<file path="src/rtl/ptw_axi_arbiter.sv">
// Shares the page-table-walk AXI read port between the ITLB and the DTLB.
// Requests wait in per-requester slots and are granted one at a time in round-robin order.
module ptw_axi_arbiter #(
    parameter int ADDR_WIDTH     = 64,
    parameter int DATA_WIDTH     = 64,
    parameter int TIMEOUT_CYCLES = 1024,
    parameter int CNT_WIDTH      = 11
) (
    input  logic                  CLK,
    input  logic                  RST,
    input  logic                  I_ADDR_VALID,
    input  logic [ADDR_WIDTH-1:0] I_ADDR,
    output logic                  I_DATA_VALID,
    output logic                  I_ACCESS_FAULT,
    input  logic                  D_ADDR_VALID,
    input  logic [ADDR_WIDTH-1:0] D_ADDR,
    output logic                  D_DATA_VALID,
    output logic                  D_ACCESS_FAULT,
    output logic [DATA_WIDTH-1:0] PTE_DATA,
    output logic                  M_ADDR_VALID,
    output logic [ADDR_WIDTH-1:0] M_ADDR,
    input  logic                  M_DATA_VALID,
    input  logic [DATA_WIDTH-1:0] M_DATA,
    output logic                  OVERFLOW
);

    typedef enum logic {
        IDLE = 1'b0,
        WAIT = 1'b1
    } state_t;

    typedef enum logic {
        REQ_I = 1'b0,
        REQ_D = 1'b1
    } req_t;

    localparam logic [CNT_WIDTH-1:0] TIMEOUT_LAST = CNT_WIDTH'(TIMEOUT_CYCLES - 1);

    state_t                state;
    req_t                  owner;
    req_t                  rr_ptr;
    req_t                  winner;
    logic [CNT_WIDTH-1:0]  wd_cnt;

    logic                  i_pend;
    logic [ADDR_WIDTH-1:0] i_pend_addr;
    logic                  d_pend;
    logic [ADDR_WIDTH-1:0] d_pend_addr;

    logic                  m_addr_valid_q;
    logic [ADDR_WIDTH-1:0] m_addr_q;
    logic                  i_fault_q;
    logic                  d_fault_q;
    logic                  overflow_q;

    logic                  in_wait;
    logic                  done;
    logic                  i_free;
    logic                  d_free;
    logic                  i_full;
    logic                  d_full;

    // A transaction ends on returned data or on the last allowed WAIT cycle.
    assign in_wait = (state == WAIT);
    assign done    = in_wait && (M_DATA_VALID || (wd_cnt == TIMEOUT_LAST));
    assign i_free  = done && (owner == REQ_I);
    assign d_free  = done && (owner == REQ_D);
    assign i_full  = i_pend && !i_free;
    assign d_full  = d_pend && !d_free;

    always_comb begin
        winner = REQ_I;
        if (i_pend && d_pend) begin
            winner = rr_ptr;
        end else if (d_pend) begin
            winner = REQ_D;
        end
    end

    assign I_DATA_VALID   = in_wait && M_DATA_VALID && (owner == REQ_I);
    assign D_DATA_VALID   = in_wait && M_DATA_VALID && (owner == REQ_D);
    assign PTE_DATA       = M_DATA;
    assign M_ADDR_VALID   = m_addr_valid_q;
    assign M_ADDR         = m_addr_q;
    assign I_ACCESS_FAULT = i_fault_q;
    assign D_ACCESS_FAULT = d_fault_q;
    assign OVERFLOW       = overflow_q;

    // Freeing a slot and accepting a new pulse in the same cycle leaves it loaded.
    always_ff @(posedge CLK) begin
        if (RST) begin
            i_pend      <= 1'b0;
            i_pend_addr <= '0;
            d_pend      <= 1'b0;
            d_pend_addr <= '0;
            overflow_q  <= 1'b0;
        end else begin
            if (I_ADDR_VALID) begin
                if (!i_full) begin
                    i_pend      <= 1'b1;
                    i_pend_addr <= I_ADDR;
                end else begin
                    overflow_q <= 1'b1;
                end
            end else if (i_free) begin
                i_pend <= 1'b0;
            end

            if (D_ADDR_VALID) begin
                if (!d_full) begin
                    d_pend      <= 1'b1;
                    d_pend_addr <= D_ADDR;
                end else begin
                    overflow_q <= 1'b1;
                end
            end else if (d_free) begin
                d_pend <= 1'b0;
            end
        end
    end

    always_ff @(posedge CLK) begin
        if (RST) begin
            state          <= IDLE;
            owner          <= REQ_I;
            rr_ptr         <= REQ_I;
            wd_cnt         <= '0;
            m_addr_valid_q <= 1'b0;
            m_addr_q       <= '0;
            i_fault_q      <= 1'b0;
            d_fault_q      <= 1'b0;
        end else begin
            m_addr_valid_q <= 1'b0;
            i_fault_q      <= 1'b0;
            d_fault_q      <= 1'b0;
            case (state)
                IDLE: begin
                    if (i_pend || d_pend) begin
                        m_addr_q       <= (winner == REQ_I) ? i_pend_addr : d_pend_addr;
                        m_addr_valid_q <= 1'b1;
                        owner          <= winner;
                        wd_cnt         <= '0;
                        state          <= WAIT;
                    end
                end
                WAIT: begin
                    wd_cnt <= wd_cnt + 1'b1;
                    // Returned data beats a coincident timeout.
                    if (M_DATA_VALID) begin
                        rr_ptr <= (owner == REQ_I) ? REQ_D : REQ_I;
                        state  <= IDLE;
                    end else if (wd_cnt == TIMEOUT_LAST) begin
                        i_fault_q <= (owner == REQ_I);
                        d_fault_q <= (owner == REQ_D);
                        rr_ptr    <= (owner == REQ_I) ? REQ_D : REQ_I;
                        state     <= IDLE;
                    end
                end
                default: state <= IDLE;
            endcase
        end
    end

endmodule

</file>
<file path="config.mk">
export PLATFORM = sky130hd
export DESIGN_NAME = ptw_axi_arbiter
export DESIGN_NICKNAME = d
export VERILOG_FILES = /design/src/rtl/ptw_axi_arbiter.sv
export SDC_FILE = /design/constraint.sdc
export NUM_CORES = 1
export LEC_CHECK = 0
export ABC_AREA = 1
export CAP_MARGIN = 25
export CORE_MARGIN = 2
export CORE_UTILIZATION = 49
export CTS_CLUSTER_SIZE = 25
export DETAILED_ROUTE_END_ITERATION = 6
export PLACE_DENSITY = 0.86
export SLEW_MARGIN = 10
export SYNTH_ARGS = -nofsm -noshare
export SYNTH_HDL_FRONTEND = slang
export SYNTH_SLANG_ARGS = --single-unit
</file>
<file path="constraint.sdc">
create_clock -name CLK -period 4.25 [get_ports CLK]
set_input_delay 0.85 -clock CLK [delete_from_list [all_inputs] [get_ports CLK]]
set_output_delay 0.85 -clock CLK [all_outputs]
set_load 0.005 [all_outputs]
</file>
==> summary.md, run 1 <==
| Metric | Value |
|---|---|
| Status | `finished, final reports clean` |
| Number of setup buffers added after CTS | `0` |
| Number of global-route vias before repair | `8299` |
| Synth-to-Final Area Change | `23.9%` |
| Synth cell count leaders | `nand2_1, dfxtp_1, nor2_1` |
| Largest family of logic cells by synthesized area | `simple AND/OR/NAND/NOR gates` |
| Tot GR Track Use | `22.8%` |
| Clock Skews | `~14 ps` |
| Final min period | `2950 ps` |
| Most numerous cell in the Yosys netlist | `nand2_1` |
| Iter 0 DRT Violations | `569` |
| Hold Slack | `457 ps` |
| Part of the cycle the worst path needs | `a little over two thirds` |
| EDFF count, synth | `0` |
| Layout cell share with drive strength beyond 1 | `4.66%` |
| Port Buf Inserts | `between 200 and 250` |
| Sequential area share after synthesis | `44.1%` |
| Die W | `~140 um` |
| Synth Area in Simple Gates | `24.5%` |
| Synth Register Bits | `212` |
| Initial antenna violation count | `0` |
| Max Fclk | `339 MHz` |
| Total CTS buffers | `22` |
| Layout Nets | `1641` |
| Final instance area | `11900 um^2` |
| Peak supply drop | `0.000246 V` |
| Synth top area cells | `dfxtp_1, nand2_1, nor2_1` |
| Worst slew pin tran | `approximately 850 ps` |
| CP Class | `input port to primary output` |
| Area of the mapped netlist | `between 9000 and 10000 um^2` |
| Req. time, crit path | `between 3000 and 4000 ps` |
| Post-Synth XOR/XNOR Area | `0.0910%` |
| CTS tree | `built` |
| First-pass GRT wire length | `a little under 40000 um` |
| DR WL/cell | `between 10 and 15 um` |
| Clk Latency, worst-skew pair | `~500 ps` |
| Design Power | `5.09 mW` |
| Ys flop type | `dfxtp_1` |
| Startpoint Class | `input port` |
| DRT antenna net count | `0` |
| CTS Hold Bufs | `0` |
| Setup violations, final | `0` |
| Mux contribution to synthesized area | `0%` |
| Full die area | `20800 um^2` |
| Ports | `331` |
| Critical Path AT | `2100 ps` |
| GPL Wtd Cong | `0.784` |
| Starting Density | `49.8%` |
| MaxCap Viol Count | `0` |
| Synth top area share | `44.1%` |
| Compound-Gate Fraction of Synth Area | `14.3%` |
| Hold Crit Class | `flop to flop` |
| Router iterations before antenna repair | `5` |
| Final WS setup | `around 1300 ps` |
| Worst-path clk slew | `approximately 60 ps` |
| Pre-CTS setup slack | `887 ps` |
| Final WL | `about 24000 um` |
| Pleak | `~5.3 nW` |
| Final setup TNS | `0 ps` |
| H-tree depth | `1` |
| Relative slew slack | `43.4%` |
| Clock sink count | `212` |
| Setup crit end kind | `primary output` |
| Ys async rst share | `0%` |
| Vias per std cell | `5.11` |
| Core area | `about 19000 um^2` |
| Synth Instances | `around 1.4k` |
| Cts repair resizes | `0` |
| Fin. Hold Viols | `0` |
| Synth cell types | `28` |
| Clock Tree Buf Depth | `3` |
| Root buffer cell | `clkbuf_16` |
| Largest net degree at the start of global routing | `82` |
| Crit path max fanout | `4` |
| RSZ-0062 raised after global routing | `false` |
| Area after DPL | `between 10000 and 15000 um^2` |
| Synth warn | `0` |
| # diodes | `0` |
| Syn nets | `1562` |
| Pins Over Slew Limit | `0` |
| Yosys top cell by area | `dfxtp_1` |
| DP HPWL | `15400 um` |
| DRC | `0` |
| Remaining global-route overflow | `0` |
| DR vias | `8815` |
| Synth Area per Inst | `7.05 um^2` |
| Die height | `144 um` |
| Pwr dens | `~430 nW/um^2` |
| Row cnt | `51` |
| Area share of fa/ha/maj cells after synthesis | `less than 1%` |
[critical path, cell delays in order]
cell and delay (ps):
clkdlybuf4s50_1 490, nand2_1 120, nor2_1 120, clkdlybuf4s50_1 520
[flip-flops by register name (all words and copies together), names as in the netlist, 11 cells and up]
name         flops
M_ADDR          64
d_pend_addr     64
i_pend_addr     64
wd_cnt          11
[layout by cell type, fill, tap and decap left out, types with 2 or more instances in the layout]
cell	instances
clkbuf_8	5
clkbuf_16	23
nand2_4	2
inv_1	143
nor2_1	203
buf_4	11
nand3_1	137
a211oi_1	2
a21oi_1	136
clkinvlp_4	4
o21ai_0	131
clkinv_2	2
o31ai_1	2
dfxtp_1	212
buf_16	3
clkbuf_1	2
nor2_4	3
bufinv_16	4
buf_12	2
clkdlybuf4s50_1	200
nand2_2	5
nand2_1	217
[cells by family (layout without fill, tap and decap cells)]
logic type	count (synthesis)	count (layout)
AOI/OAI and AO/OA	273	273
xor gates and xnor gates	1	1
adders and majority gates	1	1
buffers and inverters	306	401
DFF	212	212
and+or+nand+nor	571	571
[final timing paths]
path	endpoint	start	cells after the start	slack [ps]
max	D_DATA_VALID	M_DATA_VALID	4	1300
min	M_ADDR[3]	M_ADDR[3]	2	460
max reg2reg	d_pend_addr[19]	wd_cnt[0]	11	1800
min reg2reg	M_ADDR[3]	M_ADDR[3]	2	460
[cell type report]
cell class	instances	area, um^2
Multi-Input combinational cell	846	3780
Clock inverter	10	160
Fill cell	1679	7410
Clock buffer	30	652
Sequential cell	212	4240
Inverter	145	547
Timing Repair Buffer	216	2210
Tap cell	265	332
[per-layer routing]
| metal | vias to the layer above | GRT usage (%) | routed length (um) | share of wire [%] |
|---|---|---|---|---|
| met5 | - | 0 | 0 | 0 |
| met4 | 0 | 9.70 | 941 | 3.9 |
| met3 | 69 | 3.61 | 1360 | 5.6 |
| met2 | 293 | 38.4 | 11600 | 48 |
| met1 | 4051 | 29.0 | 10500 | 43 |
| li1 | 4402 | - | - | - |
[power breakdown]
part / leakage (nW) / internal, mW / switching [mW]
Clock: 0.387 / 1.32 / 0.784
Combinational: 3.18 / 0.357 / 0.398
Sequential: 1.75 / 2.15 / 0.0880
[through the flow]
step	util (%)	instances
global placement	57.0	1681
detailed placement	57.3	1683
global route	61.7	1724
finish	61.7	1724
floorplan	-	1364
CTS	61.5	1723
(Power assumes the default switching activity.)
==> run 2, diff against run 1 <==
--- a/config.mk
+++ b/config.mk
@@ -8,10 +8,10 @@
 export ABC_AREA = 1
 export CAP_MARGIN = 25
 export CORE_MARGIN = 2
-export CORE_UTILIZATION = 49
+export CORE_UTILIZATION = 46
 export CTS_CLUSTER_SIZE = 25
 export DETAILED_ROUTE_END_ITERATION = 6
-export PLACE_DENSITY = 0.86
+export PLACE_DENSITY = 0.81
 export SLEW_MARGIN = 10
 export SYNTH_ARGS = -nofsm -noshare
 export SYNTH_HDL_FRONTEND = slang
==> constraint.sdc (replaced) <==
create_clock -name CLK -period 2.8 [get_ports CLK]
set_input_delay 0.56 -clock CLK [delete_from_list [all_inputs] [get_ports CLK]]
set_output_delay 0.56 -clock CLK [all_outputs]
set_load 0.005 [all_outputs]
==> run 2 against run 1 <==
Net effect:
- sequential power up 52%
- highest routed layer unchanged
- final area down 0.12%
- largest power group unchanged
- critical endpoint unchanged
- clock power up 40%
- register-to-register slack worse by 1100 ps
- combinational power up 54%
- first-iteration DRC count down 6.2%
- clock skew down 1.4 ps
- non-clock buffer count up 3
- worst setup slack worse by 810 ps
- sequential share of layout area about the same
- die area up 6.3%
- routed wire length up 1.4%
- critical path type unchanged
==> summary.md, run 2 (same netlist as run 1, synthesis figures left out) <==
| Metric | Value |
|---|---|
| Status | `finished, final reports clean` |
| Number of global-route vias before repair | `slightly above 8k` |
| Worst slew pin tran | `about 820 ps` |
| Switching share of power | `~26%` |
| Iter 0 DRT Violations | `534` |
| GPL Wtd Cong | `0.818` |
| Sequential Power Share | `roughly 45%` |
| Internal | `5.56 mW` |
| Pins Over Slew Limit | `0` |
| Max Fclk | `approximately 430 MHz` |
| Clock Tree Buf Depth | `3` |
| Ports | `~330` |
| Critical Path AT | `around 1800 ps` |
| Part of the cycle the worst path needs | `between 80% and 90%` |
| CP max-delay cell | `clkdlybuf4s50_1` |
| Setup violations, final | `0` |
| Critical Path Most Common Cell | `clkdlybuf4s50_1` |
| Die W | `149 um` |
| Layout Nets | `1644` |
| CP Class | `input port to primary output` |
| DRT antenna net count | `0` |
| Total CTS buffers | `22` |
| Remaining global-route overflow | `0` |
| DR WL/cell | `about 14 um` |
| Tot GR Track Use | `21.7%` |
| DRC | `0` |
| First-pass GRT wire length | `around 40000 um` |
| Final setup TNS | `0 ps` |
| Die height | `149 um` |
| Synth-to-Final Area Change | `23.8%` |
| Clock sink count | `212` |
| Crit path max fanout | `4` |
| Core area | `20400 um^2` |
| Fin. Hold Viols | `0` |
| Clock Skews | `13.0 ps` |
| Number of setup buffers added after CTS | `0` |
| Req. time, crit path | `roughly 2200 ps` |
| Worst-path clk slew | `60 ps` |
| Peak supply drop | `0.000365 V` |
| Most frequent cells in the layout | `nand2_1, dfxtp_1, nor2_1` |
| CP peak stage delay | `500 ps` |
| Largest net degree at the start of global routing | `131` |
| Hold Slack | `462 ps` |
| CTS Hold Bufs | `0` |
| Pleak | `5.32 nW` |
| Psw | `1.92 mW` |
| DP HPWL | `15600 um` |
| Pwr dens | `about 630 nW/um^2` |
| Row cnt | `52` |
| FF-to-FF setup slack | `approximately 750 ps` |
| CTS tree | `built` |
| H-tree depth | `1` |
| Logic pwr share | `15.5%` |
| Root buffer cell | `clkbuf_16` |
| Final min period | `2310 ps` |
| Router iterations before antenna repair | `4` |
| Starting Density | `47.2%` |
| Initial antenna violation count | `1` |
| MaxCap Viol Count | `0` |
| RSZ-0062 raised after global routing | `false` |
| Commonest non-fill, non-tap cell in the layout | `nand2_1` |
| Relative slew slack | `a little under half` |
| Port Buf Inserts | `202` |
| Worst path cell trace | `clkdlybuf4s50_1 > nand2_1 > nor2_1 > clkdlybuf4s50_1` |
| Startpoint Class | `input port` |
| Layout cell share with drive strength beyond 1 | `4.65%` |
| Vias per std cell | `5.02` |
| Full die area | `22100 um^2` |
| Clk Latency, worst-skew pair | `around 500 ps` |
| Setup crit end kind | `primary output` |
| Clock power share | `39.2%` |
| Final WL | `24700 um` |
| DR vias | `8698` |
| Cts repair resizes | `0` |
| Hold Crit Class | `flop to flop` |
run 2: changes by cell type in the layout (fill, tap and decap cells not counted):
cell and delta:
buf_4 -1, diode_2 +1, buf_12 +7, clkinvlp_4 -3, clkbuf_16 -1, clkinv_8 +1, clkbuf_1 +2, clkbuf_8 +3
bufinv_16 -3, buf_16 -3
run 2: path summary, 6_finish.rpt:
check | to | startpoint | cells past startpoint
worst min-delay path | M_ADDR[26] | M_ADDR[26] | 2
worst min register to register | M_ADDR[26] | M_ADDR[26] | 2
worst max-delay path | D_DATA_VALID | M_DATA_VALID | 4
worst max register to register | d_pend_addr[14] | wd_cnt[0] | 11
run 2: worst max-delay path, delay by kind of cell:
kind | cells | cell delay (ps)
buffers and inverters | 2 | 970
AND/OR/NAND/NOR | 2 | 220
run 2: area by class of cell:
| class | count | area (um^2) |
|---|---|---|
| flip-flops and latches | 212 | 4240 |
| fillers | 1855 | 8460 |
| well taps | 270 | 338 |
| clock inverters | 5 | 63.8 |
| diodes | 1 | 2.50 |
| repair buffers | 219 | 2260 |
| inverters | 145 | 547 |
| multi-input cells | 846 | 3780 |
| clock buffers | 34 | 676 |
run 2: metal layers:
metal | track usage [%] | share of wire, %
met5 | 0 | 0
met2 | 36.1 | 48
met3 | 3.37 | 6.0
met1 | 28.8 | 43
met4 | 7.57 | 3.1
run 2: power groups by stage:
stage / logic [mW] / clock network, mW / registers, mW
2_1_floorplan: 0.742 / 0 / 3.43
3_3_place_gp: 1.13 / 0 / 3.45
3_5_place_dp: 1.15 / 0 / 3.45
4_1_cts: 1.16 / 2.98 / 3.39
5_1_grt: 1.29 / 3.10 / 3.42
6_report: 1.16 / 2.93 / 3.39
run 2: through the flow:
| stage | cell area, um^2 | power [mW] | std cells | setup WS (ps) | util (%) |
|---|---|---|---|---|---|
| 2_1_floorplan | 9620 | 4.17 | 1364 | 1210 | - |
| 3_3_place_gp | 11200 | 4.58 | 1692 | 479 | 54.8 |
| 3_5_place_dp | 11200 | 4.61 | 1692 | 443 | 54.8 |
| 4_1_cts | 11900 | 7.53 | 1731 | 481 | 58.5 |
| 5_1_grt | 11900 | 7.81 | 1732 | 414 | 58.5 |
| 6_report | 11900 | 7.48 | 1732 | 490 | 58.5 |
